## src/rtl/issue_fifo.sv

```systemverilog
// Dual-slot instruction issue queue: up to two {pc, inst} pushes and up to two
// pops per cycle over a circular buffer, with flush and issue-stall control.
module issue_fifo #(
  parameter int DEPTH = 8
) (
  input  logic                       clk,
  input  logic                       rst,
  input  logic                       flush,
  input  logic                       stall,
  input  logic                       w_ena_1,
  input  logic                       w_ena_2,
  input  logic [31:0]                w_pc_1,
  input  logic [31:0]                w_inst_1,
  input  logic [31:0]                w_pc_2,
  input  logic [31:0]                w_inst_2,
  input  logic [1:0]                 pop_cnt,
  output logic                       fifo_o_valid_1,
  output logic                       fifo_o_valid_2,
  output logic [31:0]                fifo_o_pc_1,
  output logic [31:0]                fifo_o_inst_1,
  output logic [31:0]                fifo_o_pc_2,
  output logic [31:0]                fifo_o_inst_2,
  output logic                       fifo_full,
  output logic                       fifo_empty,
  output logic [$clog2(DEPTH):0]     count
);

  localparam int AW = $clog2(DEPTH);
  localparam int CW = AW + 1;
  localparam logic [CW-1:0] FULL_CNT = CW'(DEPTH);

  logic [63:0]   mem [DEPTH];
  logic [AW-1:0] rptr;
  logic [AW-1:0] wptr;
  logic [AW-1:0] rptr_nxt1;
  logic [AW-1:0] wptr_nxt1;
  logic [1:0]    push_k;
  logic [1:0]    pop_p;
  logic [CW-1:0] free_slots;
  logic          push_ok;
  logic [63:0]   head_0;
  logic [63:0]   head_1;

  // Clamp the requested pop to 2 and to what is actually stored; stall blocks it.
  function automatic logic [1:0] eff_pop(input logic [1:0] req,
                                         input logic [CW-1:0] cnt,
                                         input logic hold);
    logic [1:0] r;
    r = (req == 2'd3) ? 2'd2 : req;
    if (hold)
      r = 2'd0;
    else if (cnt < {{(CW-2){1'b0}}, r})
      r = cnt[1:0];
    return r;
  endfunction

  assign rptr_nxt1  = rptr + AW'(1);
  assign wptr_nxt1  = wptr + AW'(1);
  assign push_k     = {1'b0, w_ena_1} + {1'b0, w_ena_2};
  assign free_slots = FULL_CNT - count;
  assign push_ok    = (free_slots >= {{(CW-2){1'b0}}, push_k});
  assign pop_p      = eff_pop(pop_cnt, count, stall);

  always_ff @(posedge clk or negedge rst) begin
    if (!rst) begin
      rptr  <= '0;
      wptr  <= '0;
      count <= '0;
    end else if (flush) begin
      rptr  <= '0;
      wptr  <= '0;
      count <= '0;
    end else begin
      rptr <= rptr + AW'(pop_p);
      if (push_ok) begin
        wptr  <= wptr + AW'(push_k);
        count <= count + {{(CW-2){1'b0}}, push_k} - {{(CW-2){1'b0}}, pop_p};
      end else begin
        count <= count - {{(CW-2){1'b0}}, pop_p};
      end
    end
  end

  // Storage is left unreset; readers only see it through the valid masks.
  always_ff @(posedge clk) begin
    if (!flush && push_ok) begin
      if (w_ena_1 && w_ena_2) begin
        mem[wptr]      <= {w_pc_1, w_inst_1};
        mem[wptr_nxt1] <= {w_pc_2, w_inst_2};
      end else if (w_ena_1) begin
        mem[wptr] <= {w_pc_1, w_inst_1};
      end else if (w_ena_2) begin
        mem[wptr] <= {w_pc_2, w_inst_2};
      end
    end
  end

  assign fifo_o_valid_1 = (count >= CW'(1));
  assign fifo_o_valid_2 = (count >= CW'(2));
  assign head_0         = fifo_o_valid_1 ? mem[rptr]      : 64'd0;
  assign head_1         = fifo_o_valid_2 ? mem[rptr_nxt1] : 64'd0;
  assign fifo_o_pc_1    = head_0[63:32];
  assign fifo_o_inst_1  = head_0[31:0];
  assign fifo_o_pc_2    = head_1[63:32];
  assign fifo_o_inst_2  = head_1[31:0];
  assign fifo_full      = (free_slots < CW'(2));
  assign fifo_empty     = (count == '0);

endmodule

```

## config.mk

```make
export PLATFORM = sky130hd
export DESIGN_NAME = issue_fifo
export DESIGN_NICKNAME = d
export VERILOG_FILES = /design/src/rtl/issue_fifo.sv
export SDC_FILE = /design/constraint.sdc
export NUM_CORES = 1
export LEC_CHECK = 0
export ABC_CLOCK_PERIOD_IN_PS = 13700
export CORE_AREA = 2 2 304 306
export CTS_BUF_LIST = sky130_fd_sc_hd__clkbuf_16
export DETAILED_ROUTE_END_ITERATION = 8
export DIE_AREA = 0 0 306 308
export PLACE_DENSITY_LB_ADDON = 0.15
export SETUP_SLACK_MARGIN = 0.2
export SLEW_MARGIN = 20
export SYNTH_ARGS = -nofsm -noshare
export SYNTH_HDL_FRONTEND = slang
export SYNTH_SLANG_ARGS = --single-unit
```

## constraint.sdc

```tcl
create_clock -name clk -period 13.7 [get_ports clk]
set_input_delay 2.74 -clock clk [delete_from_list [all_inputs] [get_ports clk]]
set_output_delay 2.74 -clock clk [all_outputs]
set_load 0.01 [all_outputs]
```

# Word-level counts from Yosys, hierarchy flattened
# Memories as Yosys holds them, arrays and structs flattened.
# Index checks and enable logic that the tools add are counted.
[word_totals] ff_bits=10 ramBits=512 in_bits=136 output_inout_bits=136 mem_count=1
[mem_list] name="mem" depth=8 width=64 read_ports=2 rd_clocked_by_memory_dff=0 wr=2 line="32" source="logic [63:0] mem [DEPTH];"
[classes] addsub=9 magnitude_cmp=5 eq_ne=1 n_mux=24 n_bitwise=2 reduce_logical=5
[op_table] operator="two-way mux 64 bit" n=4
[op_table] operator="two-way mux 1 bit" n=12
[op_table] operator="two-way mux 3 bit" n=3
[op_table] operator="two-way mux 4 bit" n=2
[op_table] operator="subtractor 4 x 2 -> 4 bit" n=2
[op_table] operator="adder 3 x 1 -> 3 bit, second input constant" n=2
[op_table] operator="adder 3 x 2 -> 3 bit" n=2
[op_table] operator="two-way mux 2 bit" n=3
[op_table] operator="adder 4 x 2 -> 4 bit" n=1
[op_table] operator="greater-or-equal comparator 4 x 1 -> 1 bit, second input constant" n=1
[op_table] operator="greater-or-equal comparator 4 x 2 -> 1 bit" n=1
[op_table] operator="greater-or-equal comparator 4 x 2 -> 1 bit, second input constant" n=1
[op_table] operator="logical NOT 4 bit" n=1
[op_table] operator="less-than comparator 4 x 2 -> 1 bit" n=1
[op_table] operator="less-than comparator 4 x 2 -> 1 bit, second input constant" n=1
[op_table] operator="subtractor 4 bit, first input constant" n=1
[op_table] operator="adder 1 x 1 -> 2 bit" n=1
[op_table] operator="== test 2 bit, second input constant" n=1
[op_table] operator="logical AND 1 bit" n=2
[op_table] operator="bitwise OR 1 bit" n=2
[op_table] operator="nonzero test 2 bit" n=1
[op_table] operator="logical NOT 1 bit" n=1

# Longest topological paths before layout
# Gate-level depths: netlist of the first run.
[logic_depth] word_depth=8 depth_mapped=13

# Least setup slack after synthesis of the first run
# OpenSTA, ideal clock, no wires.
[synth_timing] path_type="input port to flip-flop" start="input w_ena_1" end="memory mem[2][0], enable pin" arrival_time_ns=6.911 required_time_ns=13.213 setup_slack_ns=6.302 path_stages=8 path_cell_list="ha_1 clkbuf_1 inv_1 ha_1 a21oi_2 buf_2 a31o_2 nor2_1"
[synth_lines] item="start: declaration" line="10" source="input logic w_ena_1,"
[synth_lines] item="end: declaration" line="32"

# Worst setup path in the final report of the first run
[layout_timing] start="register rptr[1]" end="output fifo_o_inst_2[1]"
[layout_between] elab_chain_cells=3
[layout_rtl] item="start: declaration" line="33" source="logic [AW-1:0] rptr;"
[layout_rtl] item="start signal: assignment" line="74" source="rptr <= rptr + AW'(pop_p);"
[layout_rtl] item="adder 3 x 1 -> 3 bit" line="57" source="assign rptr_nxt1 = rptr + AW'(1);"
[layout_rtl] item="memory (8 x 64 bit)"
[layout_rtl] item="two-way mux 64 bit" line="101" source="assign head_1 = fifo_o_valid_2 ? mem[rptr_nxt1] : 64'd0;"
[layout_rtl] item="end: declaration" line="22" source="output logic [31:0] fifo_o_inst_2,"
# No other way between the ends.

==> summary.txt, run 1 <==
Status
  • Outcome: finished, final reports clean

Worst setup path
  • Crit-path max FO: 49
  • Critical path endpoint: fifo_o_inst_2[1]
  • Slowest stage delay, CP: 840 ps
  • Critical path's slowest cell: buf_4
  • CP Launch Type: register
  • Critical Path Start: rptr[1]
  • RR Startpoint: count[1]
  • Setup crit end kind: output port
  • Reg-to-reg critical path endpoint: mem[1][43]
  • Crit Path Class: register to output port
  • WP data required: 10960 ps
  • R2R depth: 8
  • Critical-path cell list: ha_4, buf_4, mux4_2, nand2_1, a21oi_1, clkdlybuf4s50_1
  • Crit path arrival time: 4600 ps
  • R2R Setup Slk: 9030 ps

Yosys
  • Syn. warnings: 0
  • Netlist cell types: 54
  • Mapped Cells: 1917
  • Post-synth top flop: edfxtp_1
  • Post-synth EDFFs: 512
  • Sequential share of the synthesized area: 0.494
  • Share of the synthesized area in the top cell type: 0.486
  • Syn nets: 2078
  • FFs w/ async S/R, synth: 0.0192
  • Synth Register Bits: 522
  • Mapped cell area: 31600 um^2
  • Dominant cells by area after synthesis: edfxtp_1, mux4_2, mux2_2
  • Syn_area_per_cell: 16.5 um^2
  • Cell taking the most area after synthesis: edfxtp_1

Finish
  • Area added between synthesis and finish: 18.9%
  • Area of the multi-input gates: 15200 um^2
  • Layout cells sized above 1: 0.414
  • # fillers: 8178
  • Net count, final: 2313
  • Sequential cell area: 15600 um^2

GRT
  • Remaining Overflow, GRT: 0
  • Largest net degree at the start of global routing: 117
  • GRT Resource Usage Total: 0.212
  • First-pass GRT wire length: 146 mm
  • Initial antenna violation count: 16
  • Vias in the first global route: 20900

Power and ir drop
  • P per Cell Area: 183 nW/um^2
  • Leakage: 12.1 nW
  • VDD IR max: 0.000147 V

Detailed routing
  • DRT iter0 DRCs: 1526
  • Drt pass-1 iters: 5
  • Drt wl/cell: 29.4 um
  • DR vias/cell: 5.67
  • Via count: 19300
  • Drt drc: 0
  • Routed Antenna Nets: 0
  • Final WL: 100 mm

CTS
  • Root Driver: clkbuf_16
  • CTS Hold Bufs: 0
  • CTS Buf Count: 67
  • Reg clk slew, reported paths: 60 ps
  • H-tree depth: 3
  • Clock Sinks: 522
  • Max clock buf depth: 3
  • Post-CTS setup buffer count: 0
  • TritonCTS clock tree: yes
  • Post-CTS resize count: 0
  • Clk_lat worst skew: 600 ps

STA
  • Fmax: 0.136 GHz
  • Post-Route Setup TNS: 0 ps
  • Final Setup Violations: 0
  • Worst-Margin Slew: 1110 ps
  • Tcrit/Tclk final: 0.536
  • RSZ-0062 raised after global routing: no
  • Slew Viols, Final: 0
  • Final hold slack: 686 ps
  • Tmin final: 7340 ps
  • Fin. Hold Viols: 0
  • Final Skew: 28.6 ps
  • Relative slew slack: 0.263

Die
  • DIE WIDTH: 306 um
  • Ports: 272
  • Initial Util: 0.348
  • Total die area: 94200 um^2
  • Placeable Area: 91000 um^2
  • Die Ht: 308 um
  • Cell row count: 111

Place
  • Buffers on Ports: 271
  • DP HPWL: 58.7 mm
  • Final RePlAce weighted congestion: 0.751

Worst hold path
  • Worst hold path type: register to register

Job
  • Max_cap viols: 0
sequential cells by signal, indices dropped and copies added (netlist names):
register / cells
mem: 512
count: 4
rptr: 3
wptr: 3
cells by family (layout without fill, tap and decap cells):
| logic type | Yosys count | in the layout | synth area share |
|---|---|---|---|
| fa+ha+maj | 25 | 25 | 0.0111 |
| simple gates | 240 | 240 | 0.0316 |
| other cells | 0 | 8 | 0 |
| flops | 522 | 522 | 0.494 |
| mux | 835 | 835 | 0.407 |
| buf+inv | 169 | 457 | 0.0273 |
| xor+xnor | 8 | 8 | 0.00221 |
| compound gates | 118 | 118 | 0.0267 |
power by group:
group	internal, W	switching (W)	leakage [nW]	total [W]
Clock	0.000953	0.000712	1.07	0.00166
Combinational	0.00148	0.00162	6.30	0.00309
Sequential	0.00200	0.000125	4.76	0.00213
layout make-up:
class | instances | share of cell area
flip-flops and latches | 522 | 0.416
multi-input cells | 1226 | 0.405
repair buffers | 317 | 0.0825
clock buffers | 69 | 0.0459
well taps | 1186 | 0.0395
clock inverters | 53 | 0.00855
inverters | 18 | 0.00180
diodes | 8 | 0.000532
worst min-delay path by stage:
stage | endpoint | slack (ps) | depth (start not counted) | from
floorplan | wptr[1] | 600 | 2 | wptr[1]
global placement | count[3] | 680 | 2 | count[3]
CTS | count[3] | 690 | 2 | count[3]
detailed placement | count[3] | 680 | 2 | count[3]
finish | count[3] | 690 | 2 | count[3]
global route | count[3] | 740 | 2 | count[3]
critical path: cells and delay by family, from the launching register on:
kind / cells / cell delay (ps)
compound gates: 1 / 500
fa+ha+maj: 1 / 820
buf+inv: 2 / 1490
flops: 1 / 720
mux: 1 / 360
simple gates: 1 / 60
per-stage QoR:
| stage | cells | setup slack [ps] | total power (W) | area, um^2 | util |
|---|---|---|---|---|---|
| 5_1_grt | 3398 | 6210 | 0.00721 | 37600 | 0.413 |
| 3_3_place_gp | 3267 | 6600 | 0.00527 | 35500 | 0.390 |
| 2_1_floorplan | 1917 | 6300 | 0.00393 | 31600 | - |
| 3_5_place_dp | 3269 | 6580 | 0.00529 | 35500 | 0.391 |
| 4_1_cts | 3391 | 6290 | 0.00697 | 37600 | 0.413 |
| 6_report | 3399 | 6360 | 0.00689 | 37600 | 0.413 |
cells in the mapped netlist (all sizes together), types with 3 or more instances:
library cell and count:
buf 86, inv 18, mux2i 66, and2 4, and3b 3, nor2 75, a31oi 3, xnor2 4
mux4 256, dfrtp 10, xor2 4, nor2b 7, a311oi 9, nand2 131, o31ai 6, nand4 3
a21oi 80, ha 20, mux2 513, fa 5, a211oi 4, edfxtp 512, o22a 4, nor3 3
clkbuf 65
routing by layer:
metal,track usage,part of all wire
met3,0.0352,0.049
met2,0.359,0.50
met5,0,0.00069
met4,0.0613,0.023
met1,0.280,0.43
cell usage in the layout, fill, tap and decap left out, types with 19 or more instances in the layout:
cell type / instances
mux2_4: 180
mux2_2: 308
mux2i_1: 66
clkbuf_16: 69
nor2_1: 70
inv_1: 34
buf_4: 43
edfxtp_1: 512
ha_1: 19
mux2_1: 25
a21oi_1: 79
mux4_2: 256
clkdlybuf4s50_1: 271
nand2_1: 131
No activity file was read; power rests on OpenSTA's default activity.
==> run 2: changes to the inputs <==
Settings changed: ABC_CLOCK_PERIOD_IN_PS 13700 to 6000.
Clock period 13.7 ns to 6 ns, I/O delays scaled along.
==> summary.txt, run 2 (synthesis gave the netlist of run 1 again) <==
STA
  • Post-Route Setup TNS: 0 ps
  • Relative slew slack: 0.274
  • Slew Viols, Final: 0
  • Final Setup Violations: 0
  • Fmax: 0.188 GHz
  • Final Skew: 15.5 ps
  • Tcrit/Tclk final: 0.885
  • Worst-Margin Slew: 1090 ps
  • Fin. Hold Viols: 0
  • RSZ-0062 raised after global routing: no
  • Tmin final: 5310 ps

Worst setup path
  • CP Launch Type: register
  • Setup crit end kind: output port
  • Crit path arrival time: 4110 ps
  • WP data required: 4800 ps
  • Crit Path Class: register to output port
  • Crit-path max FO: 58

Place
  • Final RePlAce weighted congestion: 0.728
  • Buffers on Ports: 271
  • Placed cell area: 35700 um^2
  • DP HPWL: 56.1 mm

CTS
  • CTS Hold Bufs: 0
  • Max clock buf depth: 3
  • Root Driver: clkbuf_16
  • TritonCTS clock tree: yes
  • CTS Buf Count: 61
  • Post-CTS setup buffer count: 0
  • Reg clk slew, reported paths: 60 ps
  • Post-CTS resize count: 0
  • Clk_lat worst skew: 630 ps
  • Clock Sinks: 522
  • H-tree depth: 2

Power and ir drop
  • Leakage: 12.0 nW
  • VDD IR max: 0.000280 V
  • P per Cell Area: 408 nW/um^2

Worst hold path
  • Worst hold path type: register to register

Finish
  • Largest Register: mem
  • Layout cells sized above 1: 0.410
  • Max reg flops: 512
  • Commonest non-fill, non-tap cell in the layout: edfxtp_1
  • Leading cell types in the layout, fill and taps excluded: edfxtp_1, mux2_2, clkdlybuf4s50_1, mux4_2, mux2_4
  • Net count, final: 2312
  • Post-layout util: 0.412
  • Top Registers: mem (512), count (4)
  • Design Area, Final: 37500 um^2
  • Area added between synthesis and finish: 18.5%

GRT
  • Largest net degree at the start of global routing: 84
  • Vias in the first global route: 20700
  • Gr busiest metal: met2
  • GRT met1 Usage: 0.273
  • Met3 usage: 0.0385
  • Met2 usage: 0.355
  • GRT Resource Usage Total: 0.207
  • Initial antenna violation count: 12
  • First-pass GRT wire length: 143 mm
  • Remaining Overflow, GRT: 0

Detailed routing
  • Final WL: 98.1 mm
  • Drt pass-1 iters: 5
  • DR vias/cell: 5.67
  • Routed Antenna Nets: 0
  • Drt drc: 0
  • Drt wl/cell: 29.0 um
  • DRT iter0 DRCs: 1296
  • Via count: 19200

Status
  • Outcome: finished, final reports clean

Die
  • Placeable Area: 91000 um^2
  • Ports: 272
  • Cell row count: 111
  • Initial Util: 0.348
  • Die Ht: 308 um
  • Total die area: 94200 um^2
  • DIE WIDTH: 306 um

Job
  • Max_cap viols: 0
-- run 2: cell types whose count changed in the layout (fill, tap and decap cells not counted) --
cell	before	now
buf_4	43	34
clkinv_1	13	17
clkinvlp_4	2	1
inv_1	34	33
clkinv_2	14	11
bufinv_16	2	0
clkinv_8	2	0
clkbuf_16	69	61
clkinv_4	1	0
buf_12	2	17
diode_2	8	2
buf_16	1	0
-- run 2: stage by stage --
stage	hold WS, ps	instances	power [W]	worst slack (ps)
floorplan	603	1917	0.00898	142
global placement	667	3274	0.0121	1340
detailed placement	657	3274	0.0121	1240
CTS	667	3382	0.0155	666
global route	723	3384	0.0161	454
finish	673	3384	0.0153	693
-- run 2: layer usage --
| metal | routed length (um) | up-vias |
|---|---|---|
| li1 | - | 8228 |
| met1 | 41900 | 10300 |
| met2 | 48800 | 507 |
| met3 | 5300 | 137 |
| met4 | 1920 | 18 |
| met5 | 129 | - |
-- run 2: power by group --
part           switching [W]  leakage (nW)  internal (W)
Combinational        0.00376          6.37       0.00343
Sequential          0.000221          4.76       0.00457
Clock                0.00149         0.915       0.00182
-- run 2: worst max-delay path, stage by stage, from the launching register on --
cell	delay (ps)
dfrtp_4	450
buf_4	590
buf_4	880
mux4_2	370
nand2_1	50
a21oi_1	430
clkdlybuf4s50_1	630
-- run 2: area by class of cell --
cell class / instances / area (um^2)
Inverter: 18 / 67.6
Sequential cell: 522 / 15600
Antenna cell: 2 / 5.00
Clock buffer: 61 / 1530
Fill cell: 8200 / 53500
Timing Repair Buffer: 322 / 3310
Multi-Input combinational cell: 1226 / 15200
Clock inverter: 47 / 209
Tap cell: 1186 / 1480
-- run 2: final timing paths --
path | slack, ps | endpoint | startpoint | cells after the start
min | 670 | wptr[1] | wptr[1] | 2
min reg2reg | 670 | wptr[1] | wptr[1] | 2
max in group asynchronous | 4530 | rptr[0] | rst | 1
max reg2reg | 2120 | mem[1][41] | count[1] | 7
min in group asynchronous | 990 | count[0] | rst | 1
max | 690 | fifo_o_inst_2[27] | rptr[0] | 6
